===== config.mk =====
export PLATFORM = sky130hd
export DESIGN_NAME = phase_gen
export DESIGN_NICKNAME = d
export VERILOG_FILES = /design/src/rtl/phase_pkg.sv /design/src/rtl/phase_gen_cfg.sv /design/src/rtl/phase_gen.sv
export SDC_FILE = /design/constraint.sdc
export NUM_CORES = 1
export LEC_CHECK = 0
export CAP_MARGIN = 10
export CORE_MARGIN = 5
export CORE_UTILIZATION = 52
export CTS_CLUSTER_DIAMETER = 200
export CTS_CLUSTER_SIZE = 8
export DETAILED_ROUTE_END_ITERATION = 10
export PLACE_DENSITY = 0.71
export SETUP_SLACK_MARGIN = 0.02
export SKIP_CTS_REPAIR_TIMING = 1
export SYNTH_ARGS = -nofsm -noshare
export SYNTH_HDL_FRONTEND = slang
export SYNTH_SLANG_ARGS = --single-unit

===== constraint.sdc =====
create_clock -name sys_clk -period 6.42 [get_ports sys_clk]
set_clock_uncertainty 0.2 [all_clocks]
set_input_delay 1.284 -clock sys_clk [delete_from_list [all_inputs] [get_ports sys_clk]]
set_output_delay 1.284 -clock sys_clk [all_outputs]
set_load 0.01 [all_outputs]

===== src/rtl/phase_pkg.sv =====
// Shared types and constants for the phase generator: FSM state encoding,
// default counter width and the smallest period that can form a square wave.
package phase_pkg;

    localparam int W_DEF      = 16;
    localparam int MIN_PERIOD = 2;

    typedef enum logic {
        IDLE = 1'b0,
        RUN  = 1'b1
    } state_t;

endpackage


===== src/rtl/phase_gen_cfg.sv =====
// Configuration path for phase_gen: valid/ready intake, legality check,
// a one-deep shadow register and the active register the waves run from.
module phase_gen_cfg
    import phase_pkg::*;
#(
    parameter int W = W_DEF
) (
    input  logic         clk,
    input  logic         rst_n,
    input  logic         cfg_valid,
    output logic         cfg_ready,
    input  logic [W-1:0] cfg_period,
    input  logic [W-1:0] cfg_shift,
    input  logic         apply_ok,
    output logic         cfg_err,
    output logic         act_valid,
    output logic [W-1:0] period_act,
    output logic [W-1:0] shift_act
);

    // Handshake: a config transfers on a rising edge where cfg_valid and
    // cfg_ready are both 1; cfg_ready depends only on registered state, and
    // the offer may be held or withdrawn freely while cfg_ready is 0.

    logic         shadow_valid;
    logic [W-1:0] shadow_period;
    logic [W-1:0] shadow_shift;
    logic         accept;
    logic         legal;
    logic         apply;

    assign cfg_ready = !shadow_valid;
    assign accept    = cfg_valid && cfg_ready;
    assign legal     = (cfg_period >= W'(MIN_PERIOD)) && (cfg_shift < cfg_period);

    // Accept needs an empty shadow and apply needs a full one, so the two
    // never collide on the same edge.
    assign apply     = shadow_valid && apply_ok;

    always_ff @(posedge clk or negedge rst_n) begin
        if (!rst_n) begin
            shadow_valid  <= 1'b0;
            shadow_period <= '0;
            shadow_shift  <= '0;
            act_valid     <= 1'b0;
            period_act    <= '0;
            shift_act     <= '0;
            cfg_err       <= 1'b0;
        end else begin
            cfg_err <= accept && !legal;
            if (apply) begin
                period_act   <= shadow_period;
                shift_act    <= shadow_shift;
                act_valid    <= 1'b1;
                shadow_valid <= 1'b0;
            end else if (accept && legal) begin
                shadow_period <= cfg_period;
                shadow_shift  <= cfg_shift;
                shadow_valid  <= 1'b1;
            end
        end
    end

endmodule


===== src/rtl/phase_gen.sv =====
// Two-phase square wave generator: fx1 reference, fx2 lagging by a configured
// shift. Optional saturating period counter output under PHASE_GEN_CNT_EN.
module phase_gen
    import phase_pkg::*;
#(
    parameter int W = W_DEF
) (
    input  logic         sys_clk,
    input  logic         rst_n,
    input  logic         en,
    input  logic         cfg_valid,
    output logic         cfg_ready,
    input  logic [W-1:0] cfg_period,
    input  logic [W-1:0] cfg_shift,
    output logic         fx1,
    output logic         fx2,
    output logic         period_end_flag,
    output logic         cfg_err,
    output logic         dbg_state
`ifdef PHASE_GEN_CNT_EN
    ,
    output logic [W-1:0] period_cnt
`endif
);

    state_t       state;
    state_t       state_nxt;
    logic [W-1:0] cnt;
    logic [W-1:0] cnt_nxt;
    logic         act_valid;
    logic [W-1:0] period_act;
    logic [W-1:0] shift_act;
    logic [W-1:0] half;
    logic [W:0]   lag_pos;
    logic         wrap;
    logic         apply_ok;
    logic         fx1_nxt;
    logic         fx2_nxt;

    phase_gen_cfg #(
        .W (W)
    ) u_cfg (
        .clk        (sys_clk),
        .rst_n      (rst_n),
        .cfg_valid  (cfg_valid),
        .cfg_ready  (cfg_ready),
        .cfg_period (cfg_period),
        .cfg_shift  (cfg_shift),
        .apply_ok   (apply_ok),
        .cfg_err    (cfg_err),
        .act_valid  (act_valid),
        .period_act (period_act),
        .shift_act  (shift_act)
    );

    assign half      = period_act >> 1;
    assign wrap      = (state == RUN) && (cnt == period_act - W'(1));
    assign apply_ok  = (state == IDLE) || wrap;
    assign dbg_state = (state == RUN);

    // Position of fx2 within its own period; one extra bit keeps the
    // cnt + period sum from overflowing.
    always_comb begin
        lag_pos = '0;
        if (cnt >= shift_act) begin
            lag_pos = {1'b0, cnt} - {1'b0, shift_act};
        end else begin
            lag_pos = {1'b0, cnt} + {1'b0, period_act} - {1'b0, shift_act};
        end
    end

    assign fx1_nxt = (state == RUN) && (cnt < half);
    assign fx2_nxt = (state == RUN) && (lag_pos < {1'b0, half});

    always_comb begin
        state_nxt = state;
        cnt_nxt   = cnt;
        case (state)
            IDLE: begin
                cnt_nxt = '0;
                if (en && act_valid) begin
                    state_nxt = RUN;
                end
            end
            RUN: begin
                if (wrap) begin
                    cnt_nxt = '0;
                    if (!en) begin
                        state_nxt = IDLE;
                    end
                end else begin
                    cnt_nxt = cnt + W'(1);
                end
            end
            default: begin
                state_nxt = IDLE;
                cnt_nxt   = '0;
            end
        endcase
    end

    always_ff @(posedge sys_clk or negedge rst_n) begin
        if (!rst_n) begin
            state           <= IDLE;
            cnt             <= '0;
            fx1             <= 1'b0;
            fx2             <= 1'b0;
            period_end_flag <= 1'b0;
        end else begin
            state           <= state_nxt;
            cnt             <= cnt_nxt;
            fx1             <= fx1_nxt;
            fx2             <= fx2_nxt;
            period_end_flag <= wrap;
        end
    end

`ifdef PHASE_GEN_CNT_EN
    // Advances on the same edge that raises period_end_flag.
    always_ff @(posedge sys_clk or negedge rst_n) begin
        if (!rst_n) begin
            period_cnt <= '0;
        end else if (wrap && (period_cnt != '1)) begin
            period_cnt <= period_cnt + W'(1);
        end
    end
`endif

endmodule


# Word level (Yosys, flattened, before mapping)
# Index checks and enable logic that the tools add are counted.
# classes
n_addsub,5
mul,0
n_div,0
order_cmp,5
eq_ne,1
shift,0
muxes,9
bitwise_logic,2
n_reduce_logical,14
# ops
cell,n
16-bit one-hot mux with 2 select lines,1
16-bit by 16-bit adder with 17-bit output,1
17-bit by 15-bit < comparator with 1-bit output,1
17-bit two-way mux,1
16-bit by 16-bit subtractor with 17-bit output,1
17-bit by 16-bit subtractor with 17-bit output,1
"16-bit by 1-bit adder with 16-bit output, second input constant",1
16-bit == test,1
16-bit greater-or-equal comparator,1
"16-bit by 2-bit greater-or-equal comparator with 1-bit output, second input constant",1
16-bit by 15-bit < comparator with 1-bit output,1
16-bit < comparator,1
16-bit two-way mux,1
"16-bit by 1-bit subtractor with 16-bit output, second input constant",1
1-bit logical AND,9
1-bit two-way mux,5
1-bit logical NOT,2
1-bit inverter,2
1-bit one-hot mux with 2 select lines,1
2-bit AND reduction,1
2-bit nonzero test,1
1-bit logical OR,1
# word_totals
regBits,87
latch_bits,0
mem_bits_rw,0
mem_bits_ro,0
input_bits,36
out_inout_bits,6
elab_cells,48
n_memories,0

# Longest topological paths before layout
# Gate-level depths: netlist of the first run.
# logic_depth
depth_word,7
mapped_depth,21
mapped_depth_nobuf,21

# Hierarchy
# From an unflattened synthesis of the first run, not the netlist that was laid out.
# unflattened
hier_cells,749
hier_area_um2,7339.5
# by_module_without_submodules
mod,instances,cells_each,area_per_inst_um2,seq_area_each_um2
phase_gen,1,546,4285.4,500.5
phase_gen_cfg,1,203,3054.2,1676.6

# Least setup slack after synthesis of the first run
# OpenSTA, ideal clock, no wires.
# synth_path
path_kind,register to register
startpoint,register cnt[1]
endpoint,register fx2
setup_ns,0.101
arrival_ns,3.897
required_time_ns,6.119
setup_slack_ns,2.222
stages_incl_launch_ff,21
path_buffers,0
synth_period_minus_slack_ns,4.198
path_cell_list,dfrtp_1 > inv_1 > fa_1 > inv_1 > fa_1 > a211oi_1 > o21ai_0 > a31oi_1 > o21bai_1 > a21oi_1 > xnor2_1 > nand2_1 > o21ai_0 > ha_1 > a21oi_1 > nor2b_1 > o21ai_0 > nand2b_1 > a21oi_1 > o21ai_0 > nor4_1
# synth_via
elab_chain_cells,5
word_cells_on_any_way,7
classes_between,add/sub: 3; order compare: 2; mux: 1; reduce/logical: 1
# synth_rtl
element,line,text
start: declaration,phase_gen.sv:28,logic [W-1:0] cnt;
start signal: assignment,phase_gen.sv:111,cnt <= cnt_nxt;
16-bit by 16-bit adder with 17-bit output,phase_gen.sv:68,"lag_pos = {1'b0, cnt} + {1'b0, period_act} - {1'b0, shift_act};"
17-bit by 16-bit subtractor with 17-bit output,phase_gen.sv:68,
17-bit two-way mux *,phase_gen.sv:65,if (cnt >= shift_act) begin
17-bit by 15-bit < comparator with 1-bit output *,phase_gen.sv:73,"assign fx2_nxt = (state == RUN) && (lag_pos < {1'b0, half});"
1-bit logical AND *,phase_gen.sv:73,
named net fx2_nxt,phase_gen.sv:38,logic fx2_nxt;
end signal: assignment,phase_gen.sv:113,fx2 <= fx2_nxt;
end: declaration,phase_gen.sv:16,"output logic fx2,"
# The timed path passes the listed nets; every way through them passes the cells marked *.
# A chain may end at the register's enable or synchronous reset.

# Final worst setup path of the first run
# Ends and elaborated chain as after synthesis.

==> results of run 1 <==
## area by class of cell
class                   instances  area share [%]
well taps                     176            2.75
inverters                     103            4.83
clock buffers                  12            3.20
flip-flops and latches         87            27.2
clock inverters                 4           0.656
repair buffers                 44            5.37
multi-input cells             533            56.0
## registers in the layout (all words and copies together), names as in the netlist
name	cells
period_end_flag	1
u_cfg.shadow_valid	1
u_cfg.shadow_shift	16
u_cfg.shadow_period	16
fx1	1
u_cfg.cfg_err	1
u_cfg.shift_act	16
u_cfg.period_act	16
cnt	16
dbg_state	1
fx2	1
u_cfg.act_valid	1
## synthesized netlist by cell type (17+ instances only)
cell type / number
inv_1: 102
mux2_4: 29
nand2_1: 36
xnor2_1: 39
a21oi_1: 43
a21o_1: 22
xor2_1: 24
mux2_2: 35
fa_1: 17
ha_1: 78
nor2_1: 36
o21ai_0: 34
nand3_1: 19
dfrtp_1: 87
## logic make-up after synthesis
group / Yosys count
muxes: 65
DFF: 87
and+or+nand+nor: 159
AOI/OAI and AO/OA: 151
buffers and inverters: 118
xor gates and xnor gates: 63
adders and majority gates: 95
## worst register-to-register path, delay by kind of cell, from the launching register on
family,cells,cell delay [ns]
and+or+nand+nor,4,0.50
AOI/OAI and AO/OA,10,2.05
xor gates and xnor gates,1,0.14
adders and majority gates,3,1.31
buffers and inverters,2,0.20
DFF,1,0.56
## layer usage
metal	vias up	routed length, um	global-route usage, %
li1	2661	-	-
met1	2632	7790	29.0
met2	165	7850	36.6
met3	46	614	3.30
met4	0	766	10.2
met5	-	0	0
## final timing paths
kind | to | slack, ns
setup / recovery | fx2 | 1.35
hold / removal | u_cfg.act_valid | 0.28
setup reg to reg | fx2 | 1.35
hold reg to reg | u_cfg.act_valid | 0.28
max in group asynchronous | cnt[5] | 4.29
min in group asynchronous | u_cfg.shadow_shift[13] | 0.54
## through the flow
step | instance area (um^2) | instances | utilization (%)
finish | 8010 | 959 | 60.0
global route | 8010 | 959 | 60.0
floorplan | 7140 | 738 | -
detailed placement | 7700 | 943 | 57.7
CTS | 8010 | 959 | 60.0
global placement | 7700 | 943 | 57.7
==> metrics.md, run 1 <==
| Metric | Value |
|---|---|
| Setup TNS | 0 ns |
| TritonCTS Buffers | 9 |
| Status | finished clean |
| Via Count | 5504 |
| Max incr delay on CP | 0.56 ns |
| Yosys cell types | 60 |
| Kind of cell adding the most delay to the critical path | compound AO/OA/AOI/OAI gates |
| Detailed Routing Iterations Pass 1 | 5 |
| Port buffer count | 41 |
| Share of cells above drive strength 1 | 11.6% |
| Site row count | 42 |
| WP data required | 6.45 ns |
| Final Net Count | 909 |
| Initial antenna violation count | 0 |
| Routed WL | 17000 um |
| Starting Density | 53.5% |
| Yosys warns | 0 |
| Fin. max-slew vios | 0 |
| Die ar. | 0.0162 mm^2 |
| Final Setup Violations | 0 |
| Main area contributors after synthesis | dfrtp_1 (31%), ha_1 (14%), mux2_4 (6.1%) |
| WL/cell | 17.7 um |
| Worst-Margin Slew | 1.01 ns |
| Post-synthesis mux area share | 11.8% |
| R2R depth | 20 |
| Synth Area in Adders | 18.4% |
| Clock Latency Late Sink | 0.34 ns |
| CP Max Fanout | 8 |
| Crit path depth | 20 |
| Largest family of logic cells by synthesized area | adder cells |
| Number of global-route vias before repair | 5918 |
| N_diodes | 0 |
| WP data arrival | 5.10 ns |
| Worst slack at placement | 1.51 ns |
| Vias per cell | 5.74 |
| Worst slew margin | 32.8% |
| Commonest non-fill, non-tap cell in the layout | inv_1 |
| Setup Crit Path Kind | reg -> reg |
| CP endpoint kind | flip-flop |
| Footprint of the multi-input gates | 0.00449 mm^2 |
| Most used cell, CP | o21ai_0 |
| Die W | 127 um |
| Post-synthesis compound-gate area fraction | 13.4% |
| Slowest-stage cell, CP | dfrtp_1 |
| Worst-path cell chain | inv_1 -> fa_1 -> inv_1 -> fa_1 -> a211oi_1 -> o21ai_0 -> a31oi_1 -> o21bai_1 -> a21oi_1 -> xnor2_1 -> nand2_1 -> o21ai_0 -> ha_1 -> a21oi_1 -> nor2b_1 -> o21ai_0 -> nand2b_1 -> o21ai_0 -> a21oi_1 -> nor4_1 |
| Register area share after synthesis | 30.5% |
| Final hold vios | 0 |
| Post-synthesis xor/xnor area fraction | 7.73% |
| Reg2reg start | cnt[1] |
| CP Buf/Inv Count | 2 |
| I/O Pins | 42 |
| WHS | 0.278 ns |
| First-pass GRT wire length | 29000 um |
| Hold depth | 1 |
| Yosys top cell area share | 30.5% |
| Clock Sinks | 87 |
| Core ar. | 0.0133 mm^2 |
| Clock-pin slew on the worst setup and hold paths | 0.07 ns |
| Clock Tree Buf Depth | 2 |
| Fmax | 0.197 GHz |
| FILL cells | 1186 |
| CTS tree | done |
| Area leader, netlist | dfrtp_1 |
| Final ANT Viol Nets | 0 |
| Mapped Cells | 738 |
| Simple-gate area share of the yosys netlist | 11.6% |
| GRT Total Usage | 22.2% |
| Pin count of the biggest net entering global routing | 82 |
| FF/Latch Area | 0.00218 mm^2 |
| Die Ht | 127 um |
| Max cap viols | 0 |
| Post-route DRC | 0 |
| Final worst-path cycle share | 79.0% |
| Min cycle time layout | 5.07 ns |
| Fraction of registers with async set/reset | 100% |
| Most frequent cells in the layout | inv_1 (102), dfrtp_1 (87), ha_1 (78) |
| HPWL after DPL | 13700 um |
| Synth Register Bits | 87 |
| # H-tree levels | 3 |
| Drt first-iter violations | 356 |
| Worst setup margin | 1.35 ns |
| Main flop type after synthesis | dfrtp_1 |
| Total congestion overflow | 0 |
| Hold_sp | u_cfg.act_valid |
| Post-synth EDFFs | 0 |
| Worst Hold Class | reg -> reg |
| Synthesis-to-layout area growth | 12.3% |
| Worst Setup SP | cnt[1] |
| Syn_nets | 869 |
| Avg Cell Area, Syn | 9.67 um^2 |
| Unrepaired setup endpoints after global routing | no |
| Root Buffer | clkbuf_16 |
| Placer congestion estimate | 0.942 |
| Mapped Area | 0.00714 mm^2 |
| Critical path launch point type | flip-flop |
Power of run 1 is left out: the tool's default activity adds up to more than one toggle a clock period on the data nets, which glitch-free logic cannot reach.
==> run 2: changes to the inputs <==
--- a/config.mk
+++ b/config.mk
@@ -11,7 +11,7 @@
 export CTS_CLUSTER_DIAMETER = 200
 export CTS_CLUSTER_SIZE = 8
 export DETAILED_ROUTE_END_ITERATION = 10
-export PLACE_DENSITY = 0.71
+export PLACE_DENSITY = 0.74
 export SETUP_SLACK_MARGIN = 0.02
 export SKIP_CTS_REPAIR_TIMING = 1
 export SYNTH_ARGS = -nofsm -noshare
==> constraint.sdc (replaced) <==
create_clock -name sys_clk -period 4.5 [get_ports sys_clk]
set_clock_uncertainty 0.2 [all_clocks]
set_input_delay 0.9 -clock sys_clk [delete_from_list [all_inputs] [get_ports sys_clk]]
set_output_delay 0.9 -clock sys_clk [all_outputs]
set_load 0.01 [all_outputs]
==> metrics.md, run 2 (synthesized netlist as in run 1, its figures left out) <==
| Metric | Value |
|---|---|
| Setup TNS | 0 ns (unchanged) |
| TritonCTS Buffers | 9 (unchanged) |
| Worst hold endpoint | u_cfg.act_valid |
| Core ar. | 0.0133 mm^2 (unchanged) |
| Final ANT Viol Nets | 0 (unchanged) |
| Number of global-route vias before repair | 5747 (-2.9%) |
| HPWL after DPL | 13700 um (about the same) |
| Die W | 127 um (unchanged) |
| WP data required | 4.55 ns (-1.90 ns) |
| Post-layout util | 61.6% (+1.5 points) |
| Fin. max-slew vios | 0 (unchanged) |
| Clock Tree Buf Depth | 2 (unchanged) |
| # H-tree levels | 3 (unchanged) |
| Final Setup Violations | 0 (unchanged) |
| Via Count | 5697 (+3.5%) |
| Reg2reg start | cnt[1] |
| Commonest non-fill, non-tap cell in the layout | inv_1 |
| GRT Total Usage | 21.6% (-0.55 points) |
| Placed Cells | 960 (+1.8%) |
| Vias per cell | 5.81 (+1.2%) |
| Clock-pin slew on the worst setup and hold paths | 0.07 ns (about the same) |
| Worst setup margin | 0.256 ns (-1.09 ns) |
| Post-route DRC | 0 (unchanged) |
| Site row count | 42 (unchanged) |
| Fmax | 0.236 GHz (+19%) |
| Clock Latency Late Sink | 0.35 ns (about the same) |
| Non-Filler Instances | 981 (+2.3%) |
| WP data arrival | 4.29 ns (-0.81 ns) |
| Routed WL | 17300 um (+1.5%) |
| Worst slew margin | 40.2% (+7.5 points) |
| CP Max Fanout | 3 (-5) |
| Worst reg-to-reg setup slack | 0.26 ns (-1.09 ns) |
| Detailed Routing Iterations Pass 1 | 6 (+1) |
| Synthesis-to-layout area growth | 15.1% |
| Placer congestion estimate | 0.930 (-1.3%) |
| Most frequent cells in the layout | inv_1 (101), dfrtp_1 (82), ha_1 (76) |
| Critical path launch point type | flip-flop |
| Footprint of the multi-input gates | 0.00455 mm^2 (+1.4%) |
| Final Net Count | 931 (+2.4%) |
| Die ar. | 0.0162 mm^2 (unchanged) |
| FILL cells | 1128 (-4.9%) |
| Hold depth | 1 (unchanged) |
| Die Ht | 127 um (unchanged) |
| Drt first-iter violations | 419 (+18%) |
| Root Buffer | clkbuf_16 |
| I/O Pins | 42 (unchanged) |
| Port buffer count | 41 (unchanged) |
| Final worst-path cycle share | 94.3% (+15 points) |
| Initial antenna violation count | 0 (unchanged) |
| Min cycle time layout | 4.24 ns (-0.825 ns) |
| CTS tree | done |
| Setup Crit Path Kind | reg -> reg |
| Worst-Margin Slew | 0.896 ns (-0.112 ns) |
| FF/Latch Area | 0.00218 mm^2 (+0.29%) |
| WL/cell | 17.6 um (-0.80%) |
| Final hold vios | 0 (unchanged) |
| Clock Sinks | 87 (unchanged) |
| Hold_sp | u_cfg.act_valid |
| R2R depth | 20 (unchanged) |
| First-pass GRT wire length | 28300 um (-2.2%) |
| CP endpoint kind | flip-flop |
| Share of cells above drive strength 1 | 16.4% (+4.8 points) |
| Starting Density | 53.5% (unchanged) |
| Worst slack at placement | -0.0748 ns (-1.58 ns) |
| Status | finished clean |
| Pin count of the biggest net entering global routing | 73 (-11%) |
| Total congestion overflow | 0 (unchanged) |
| Reg2reg end | fx2 |
| Max cap viols | 0 (unchanged) |
| Unrepaired setup endpoints after global routing | no |
| Worst Hold Class | reg -> reg |
| N_diodes | 0 (unchanged) |
-- run 2: routing by layer --
| layer | GRT usage [%] | vias up | routed length (um) | part of all wire [%] |
|---|---|---|---|---|
| li1 | - | 2705 | - | - |
| met1 | 29.0 | 2754 | 7710 | 45 |
| met2 | 37.0 | 196 | 8290 | 48 |
| met3 | 2.71 | 42 | 842 | 4.9 |
| met4 | 6.31 | 0 | 430 | 2.5 |
| met5 | 0 | - | 0 | 0 |
-- run 2: area by class of cell --
| type | count | share of cell area (%) |
|---|---|---|
| timing repair buffer | 66 | 7.25 |
| clock buffer | 10 | 2.79 |
| clock inverter | 6 | 0.640 |
| multi-input combinational | 533 | 55.4 |
| tap | 176 | 2.68 |
| sequential | 87 | 26.6 |
| inverter | 103 | 4.71 |
-- run 2: metrics by stage --
stage          hold WS (ns)  area (um^2)
6_report              0.293         8220
5_1_grt               0.325         8220
4_1_cts               0.294         8110
3_5_place_dp          0.276         7830
3_3_place_gp          0.248         7830
2_1_floorplan         0.235         7140
-- run 2: critical path, cell delays in order, from the launching register on --
cell      delay, ns
dfrtp_1        0.35
inv_1          0.06
fa_1           0.53
inv_1          0.08
fa_2           0.44
a211oi_4       0.28
o21ai_2        0.14
a31oi_2        0.25
o21bai_1       0.11
a21oi_1        0.18
xnor2_1        0.13
nand2_1        0.06
o21ai_0        0.08
ha_1           0.27
a21oi_1        0.17
nor2b_1        0.07
o21ai_1        0.12
nand2b_1       0.09
a21oi_1        0.16
o21ai_0        0.13
nor4_1         0.25
-- run 2: how the worst max path moves through the flow --
stage / from / end / slack (ns) / cells after the start
finish: cnt[1] / fx2 / 0.26 / 20
global route: cnt[1] / fx2 / 0.03 / 20
CTS: cnt[1] / fx2 / -0.09 / 16
detailed placement: cnt[1] / fx2 / -0.07 / 16
global placement: cnt[1] / fx2 / 0.04 / 16
floorplan: cnt[1] / fx2 / 0.30 / 20
Power of run 2 is left out for the same reason.
